**config.mk**
```make
export PLATFORM = sky130hd
export DESIGN_NAME = atm_input_ctrl
export DESIGN_NICKNAME = d
export VERILOG_FILES = /design/src/rtl/atm_pkg.sv /design/src/rtl/atm_debounce.sv /design/src/rtl/atm_input_ctrl.sv
export SDC_FILE = /design/constraint.sdc
export NUM_CORES = 1
export LEC_CHECK = 0
export ABC_AREA = 1
export CAP_MARGIN = 25
export CELL_PAD_IN_SITES_DETAIL_PLACEMENT = 1
export CELL_PAD_IN_SITES_GLOBAL_PLACEMENT = 1
export CORE_ASPECT_RATIO = 1.2
export CORE_MARGIN = 3
export CORE_UTILIZATION = 45
export CTS_CLUSTER_DIAMETER = 150
export CTS_CLUSTER_SIZE = 40
export DETAILED_ROUTE_END_ITERATION = 8
export PLACE_DENSITY_LB_ADDON = 0.15
export SLEW_MARGIN = 20
export SYNTH_ARGS = -nofsm -noshare
export SYNTH_HDL_FRONTEND = slang
export SYNTH_HIERARCHICAL = 1
export SYNTH_SLANG_ARGS = --single-unit
export TNS_END_PERCENT = 10
```
**constraint.sdc**
```tcl
create_clock -name clk -period 2.2 [get_ports clk]
set_input_delay 0.44 -clock clk [delete_from_list [all_inputs] [get_ports clk]]
set_output_delay 0.44 -clock clk [all_outputs]
set_load 0.1 [all_outputs]
```
**src/rtl/atm_pkg.sv**
```systemverilog
// Shared encodings for the ATM front-panel controller: card status, menu commands and FSM states.
package atm_pkg;

    localparam logic [1:0] CARD_NONE    = 2'b00;
    localparam logic [1:0] CARD_INVALID = 2'b01;
    localparam logic [1:0] CARD_VALID   = 2'b10;

    localparam logic [2:0] MENU_NONE     = 3'b000;
    localparam logic [2:0] MENU_BALANCE  = 3'b001;
    localparam logic [2:0] MENU_RAPID    = 3'b010;
    localparam logic [2:0] MENU_WITHDRAW = 3'b011;
    localparam logic [2:0] MENU_DEPOSIT  = 3'b100;
    localparam logic [2:0] MENU_EXIT     = 3'b101;

    localparam logic [2:0] ST_IDLE    = 3'd0;
    localparam logic [2:0] ST_REJECT  = 3'd1;
    localparam logic [2:0] ST_PIN     = 3'd2;
    localparam logic [2:0] ST_SESSION = 3'd3;
    localparam logic [2:0] ST_AMOUNT  = 3'd4;
    localparam logic [2:0] ST_ISSUE   = 3'd5;
    localparam logic [2:0] ST_GAP     = 3'd6;

    typedef struct packed {
        logic card;
        logic cancel;
        logic enter;
        logic next;
    } press_t;

    // The card stays valid through ISSUE/GAP so an exit only drops it on IDLE entry.
    function automatic logic [1:0] card_code(input logic [2:0] st);
        case (st)
            ST_REJECT:                                 card_code = CARD_INVALID;
            ST_SESSION, ST_AMOUNT, ST_ISSUE, ST_GAP:   card_code = CARD_VALID;
            ST_IDLE, ST_PIN:                           card_code = CARD_NONE;
            default:                                   card_code = CARD_NONE;
        endcase
    endfunction

endpackage

```
**src/rtl/atm_debounce.sv**
```systemverilog
// Pushbutton conditioner: two-flop synchronizer, stable-count debouncer and rising-edge press pulse.
module atm_debounce #(
    parameter logic [15:0] DEBOUNCE_CYCLES = 16'd50000
) (
    input  logic clk,
    input  logic rst,
    input  logic raw,
    output logic press
);

    logic [1:0]  sync;
    logic [15:0] count;
    logic        level;

    // The level flips on the Nth consecutive differing sample; a rising flip is the press.
    always_ff @(posedge clk or posedge rst) begin
        if (rst) begin
            sync  <= 2'b00;
            count <= 16'd0;
            level <= 1'b0;
            press <= 1'b0;
        end else begin
            sync  <= {sync[0], raw};
            press <= 1'b0;
            if (sync[1] == level) begin
                count <= 16'd0;
            end else if (count == DEBOUNCE_CYCLES - 16'd1) begin
                count <= 16'd0;
                level <= sync[1];
                press <= sync[1];
            end else begin
                count <= count + 16'd1;
            end
        end
    end

endmodule

```
**src/rtl/atm_input_ctrl.sv**
```systemverilog
// ATM front-panel controller: debounced buttons drive a card/menu FSM issuing one-cycle commands.
// Optional PIN entry stage is enabled by defining ATM_PIN_EN.
module atm_input_ctrl
    import atm_pkg::*;
#(
    parameter logic [15:0] DEBOUNCE_CYCLES = 16'd50000,
    parameter logic [7:0]  RAPID_AMOUNT    = 8'd20,
    parameter logic [7:0]  PIN_CODE        = 8'h5A
) (
    input  logic       clk,
    input  logic       rst,
    input  logic       btn_card,
    input  logic       sw_card_ok,
    input  logic       btn_next,
    input  logic       btn_enter,
    input  logic       btn_cancel,
    input  logic [7:0] sw_amount,
    output logic [1:0] card_input,
    output logic [2:0] menu_input,
    output logic [7:0] deposit_amount,
    output logic [7:0] withdraw_amount,
    output logic [2:0] sel_item,
    output logic       amount_mode
);

    logic   p_card, p_next, p_enter, p_cancel;
    press_t press;
    logic [2:0] state;
    logic [2:0] cmd;
    logic       gap_cnt;
`ifdef ATM_PIN_EN
    logic [1:0] pin_fail;
`endif

    atm_debounce #(.DEBOUNCE_CYCLES(DEBOUNCE_CYCLES)) u_db_card   (.clk(clk), .rst(rst), .raw(btn_card),   .press(p_card));
    atm_debounce #(.DEBOUNCE_CYCLES(DEBOUNCE_CYCLES)) u_db_next   (.clk(clk), .rst(rst), .raw(btn_next),   .press(p_next));
    atm_debounce #(.DEBOUNCE_CYCLES(DEBOUNCE_CYCLES)) u_db_enter  (.clk(clk), .rst(rst), .raw(btn_enter),  .press(p_enter));
    atm_debounce #(.DEBOUNCE_CYCLES(DEBOUNCE_CYCLES)) u_db_cancel (.clk(clk), .rst(rst), .raw(btn_cancel), .press(p_cancel));

    // Only the highest-priority press of a cycle survives.
    always_comb begin
        press = '0;
        if (p_card)        press.card   = 1'b1;
        else if (p_cancel) press.cancel = 1'b1;
        else if (p_enter)  press.enter  = 1'b1;
        else if (p_next)   press.next   = 1'b1;
    end

    always_ff @(posedge clk or posedge rst) begin
        if (rst) begin
            state           <= ST_IDLE;
            cmd             <= MENU_NONE;
            gap_cnt         <= 1'b0;
            sel_item        <= 3'd1;
            withdraw_amount <= 8'd0;
            deposit_amount  <= 8'd0;
`ifdef ATM_PIN_EN
            pin_fail        <= 2'd0;
`endif
        end else begin
            case (state)
                ST_IDLE: begin
`ifdef ATM_PIN_EN
                    pin_fail <= 2'd0;
`endif
                    if (press.card) begin
                        if (sw_card_ok) begin
`ifdef ATM_PIN_EN
                            state <= ST_PIN;
`else
                            state    <= ST_SESSION;
                            sel_item <= 3'd1;
`endif
                        end else begin
                            state <= ST_REJECT;
                        end
                    end
                end
                ST_REJECT: begin
                    if (press.card) begin
                        state    <= ST_IDLE;
                        sel_item <= 3'd1;
                    end
                end
`ifdef ATM_PIN_EN
                ST_PIN: begin
                    if (press.card || press.cancel) begin
                        state <= ST_IDLE;
                    end else if (press.enter) begin
                        if (sw_amount == PIN_CODE) begin
                            state    <= ST_SESSION;
                            sel_item <= 3'd1;
                        end else if (pin_fail == 2'd2) begin
                            state <= ST_REJECT;
                        end else begin
                            pin_fail <= pin_fail + 2'd1;
                        end
                    end
                end
`endif
                ST_SESSION: begin
                    if (press.card || press.cancel) begin
                        cmd   <= MENU_EXIT;
                        state <= ST_ISSUE;
                    end else if (press.enter) begin
                        case (sel_item)
                            3'd1: begin
                                cmd   <= MENU_BALANCE;
                                state <= ST_ISSUE;
                            end
                            3'd2: begin
                                withdraw_amount <= RAPID_AMOUNT;
                                cmd             <= MENU_RAPID;
                                state           <= ST_ISSUE;
                            end
                            3'd3, 3'd4: state <= ST_AMOUNT;
                            default: begin
                                cmd   <= MENU_EXIT;
                                state <= ST_ISSUE;
                            end
                        endcase
                    end else if (press.next) begin
                        sel_item <= (sel_item == 3'd5) ? 3'd1 : sel_item + 3'd1;
                    end
                end
                ST_AMOUNT: begin
                    if (press.card) begin
                        cmd   <= MENU_EXIT;
                        state <= ST_ISSUE;
                    end else if (press.cancel) begin
                        state    <= ST_SESSION;
                        sel_item <= 3'd1;
                    end else if (press.enter) begin
                        if (sel_item == 3'd3) begin
                            withdraw_amount <= sw_amount;
                            cmd             <= MENU_WITHDRAW;
                        end else begin
                            deposit_amount <= sw_amount;
                            cmd            <= MENU_DEPOSIT;
                        end
                        state <= ST_ISSUE;
                    end
                end
                ST_ISSUE: begin
                    gap_cnt <= 1'b0;
                    state   <= ST_GAP;
                end
                ST_GAP: begin
                    if (gap_cnt) begin
                        state    <= (cmd == MENU_EXIT) ? ST_IDLE : ST_SESSION;
                        sel_item <= 3'd1;
                    end else begin
                        gap_cnt <= 1'b1;
                    end
                end
                default: state <= ST_IDLE;
            endcase
        end
    end

    assign card_input  = card_code(state);
    assign menu_input  = (state == ST_ISSUE) ? cmd : MENU_NONE;
    assign amount_mode = (state == ST_AMOUNT);

endmodule

```
==> results by group <==
Drt
  – Initial DRT Pass Iterations: 4
  – Top sig layer: met4
  – Wire length on met2: 7440 um
  – Wl on met1: 6110 um
  – Vias: 4802
  – DR DRC count: 0
  – Vias/cell: 5.12
  – Routed length per instance: 15.0 um
  – Routed Antenna Nets: 0
  – Violation count after the first detailed-route iteration: 186
  – WL final: 14100 um
  – WL met3: 250 um

Setup path
  – CP Buf/Inv Count: 2
  – Worst setup path class: reg -> out
  – Critical Path Sink Type: output pin
  – Worst-path maximum fanout: 12
  – Startpoint types: flip-flop
  – Slowest stage delay, CP: 0.50 ns
  – Worst Path Arrival: 1.68 ns
  – Crit path cell chain: nor2_4, nand2_4, inv_2, buf_12
  – Worst Path Required: 1.76 ns
  – Slowest CP cell: dfrtp_1
  – Delay-heaviest family, CP: flip-flops

Clocking
  – Root Buffer: clkbuf_16
  – Post-CTS setup buffers: 0
  – Max Root-Sink Buffers: 2
  – Worst-path clk slew: 0.08 ns
  – Total CTS buffers: 9
  – CTS tree: built
  – Worst skew pair latency: 0.36 ns
  – H-tree Lvls: 3
  – CTS sink count: 106

Logic synthesis
  – Synth Register Bits: 106
  – Syn_area_per_cell: 8.22 sq um
  – Post-Synthesis Cells: 717
  – Syn Std Cell Area: 5890 sq um
  – Yosys warns: 6
  – Netlist cell types: 33
  – Part of the Yosys area used for sequential elements: 0.450
  – Syn Nets: 738

Global route
  – Global-route wire length before repair: 24100 um
  – Initial antenna violation count: 0
  – Tot GR Track Use: 0.200
  – Vias in the first global route: 5095
  – Total gr overflow: 0
  – Pin count of the biggest net entering global routing: 27

Floorplanning
  – Row cnt: 45
  – DIE HEIGHT: 131 um
  – Die ar.: 14500 sq um
  – Starting Density: 0.463
  – Core Box Area: 12700 sq um
  – Die W: 110 um
  – I/O pin total: 40

STA
  – Final setup violation count: 0
  – Fin Setup TNS: 0 ns
  – RSZ-0062 raised after global routing: false
  – Hold Vio Cnt, Final: 0
  – Clock Skew: 0.00898 ns
  – Final Cycle Share: 0.962
  – Max-slew violations: 0
  – Final Critical Period: 2.12 ns
  – Slew headroom: 0.707
  – Achievable frequency: 472 MHz
  – Actual slew at the worst max-slew pin: 0.440 ns

Finish
  – Filler cells: 1581
  – # diodes: 0
  – Layout cell share with drive strength beyond 1: 0.189
  – Final #Nets: 789
  – Post-route insts no fill: 937
  – Area delta synth->final: 15.0%

Pwr
  – PnR Total Power: 3.70 mW
  – Pwr/cell area: 547 nW/um^2
  – Static Leak: 3.19 nW
  – VDD IR max: 0.479 mV

Outcome
  – Status: completed

Placed design
  – IO buf count: 39
  – Routability cong.: 0.826
  – DP Wirelength: 10700 um
  – DP Cell Count: 921

Job
  – Max_cap viols: 0

Worst hold path
  – Hold Path Class: reg -> reg
## flip-flops by register name (all words and copies together) (netlist names), 3 cells and up
signal             cells
u_db_next/count       16
sel_item               3
deposit_amount         8
u_db_cancel/count     16
cmd                    3
withdraw_amount        8
u_db_enter/count      16
state                  3
u_db_card/count       16
## cell usage after synthesis
library cell | instances | area (sq um)
nor2_2 | 26 | 163
nor3_2 | 4 | 40.0
nand2_4 | 6 | 67.6
nand2_2 | 16 | 100
o21ai_1 | 5 | 25.0
a31oi_1 | 8 | 50.1
o21ai_4 | 2 | 32.5
nor3_4 | 4 | 65.1
nor2_1 | 128 | 480
buf_6 | 3 | 33.8
nand2_1 | 154 | 578
xnor2_1 | 16 | 140
buf_12 | 1 | 20.0
nand3_2 | 5 | 50.1
a21oi_1 | 6 | 30.0
o22ai_1 | 1 | 6.26
nand3_4 | 8 | 140
xor2_1 | 16 | 140
ha_1 | 6 | 75.1
dfstp_2 | 1 | 26.3
o21ai_2 | 8 | 70.1
inv_2 | 13 | 48.8
nand3b_1 | 1 | 7.51
dfrtp_1 | 105 | 2630
inv_1 | 79 | 297
nand4_1 | 17 | 106
nor2_4 | 2 | 22.5
nand3_1 | 60 | 300
nand2_8 | 1 | 20.0
o21ai_0 | 5 | 25.0
xor2_2 | 4 | 65.1
nor3_1 | 2 | 10.0
o21bai_1 | 4 | 30.0
## final timing paths
check | slack [ns] | depth (start not counted) | start | endpoint
min in group asynchronous | 0.59 | 3 | rst | u_db_card/press
worst max-delay path | 0.08 | 4 | state[1] | amount_mode
worst min-delay path | 0.35 | 0 | u_db_card/sync[0] | u_db_card/sync[1]
max in group asynchronous | 1.28 | 3 | rst | sel_item[0]
worst min register to register | 0.35 | 0 | u_db_card/sync[0] | u_db_card/sync[1]
worst max register to register | 0.32 | 8 | sel_item[0] | withdraw_amount[2]
## area by class of cell
cell class	instances	area [sq um]	share of cell area
multi-input cells	515	2850	0.420
clock buffers	11	233	0.0343
clock inverters	5	41.3	0.00609
repair buffers	44	453	0.0668
well taps	164	205	0.0303
inverters	92	345	0.0510
flip-flops and latches	106	2660	0.392
## layer usage
layer / vias up / track usage
met2: 45 / 0.358
met4: 0 / 0.0821
met1: 2379 / 0.242
li1: 2362 / -
met5: - / 0
met3: 16 / 0.0235
## report_power, final
part	switching, mW	internal [mW]	total (mW)
clock	0.762	0.776	1.54
sequential	0.0285	1.97	2.00
combinational	0.106	0.0604	0.166
## timing repair
item	CTS	global route
hold buffers	0	0
resized for setup	0	1
setup endpoints to repair	0	4
## through the flow
step                setup slack (ns)   util  hold WS [ns]  area, sq um
floorplan                     -0.230      -         0.331         5900
global placement               0.464  0.511         0.333         6500
detailed placement             0.370  0.511         0.339         6500
CTS                           0.0132  0.533         0.355         6780
global route                 0.00137  0.533         0.361         6780
finish                        0.0825  0.533         0.352         6780
## cells by family (layout without fill, tap and decap cells)
kind of cell | after synthesis | after routing | share of synthesized area
flops | 106 | 106 | 0.450
buf+inv | 96 | 152 | 0.0677
simple gates | 434 | 434 | 0.365
fa+ha+maj | 6 | 6 | 0.0127
compound gates | 39 | 39 | 0.0456
xor+xnor | 36 | 36 | 0.0586
## cells in the final DEF (no fill, tap or decap), types with 7 or more instances in the layout
cell type,Yosys,routed
xor2_1,16,16
nand4_1,17,17
nor2_2,26,26
xnor2_1,16,16
o21ai_2,8,8
dfrtp_1,105,104
nand2_1,154,154
clkbuf_16,0,9
buf_12,1,7
nor2_1,128,128
buf_4,0,23
nand2_2,16,16
clkdlybuf4s50_1,0,14
nand3_1,60,60
nand3_4,8,8
inv_1,79,79
inv_2,13,13
a31oi_1,8,8
No activity file was read; power rests on OpenSTA's default activity.
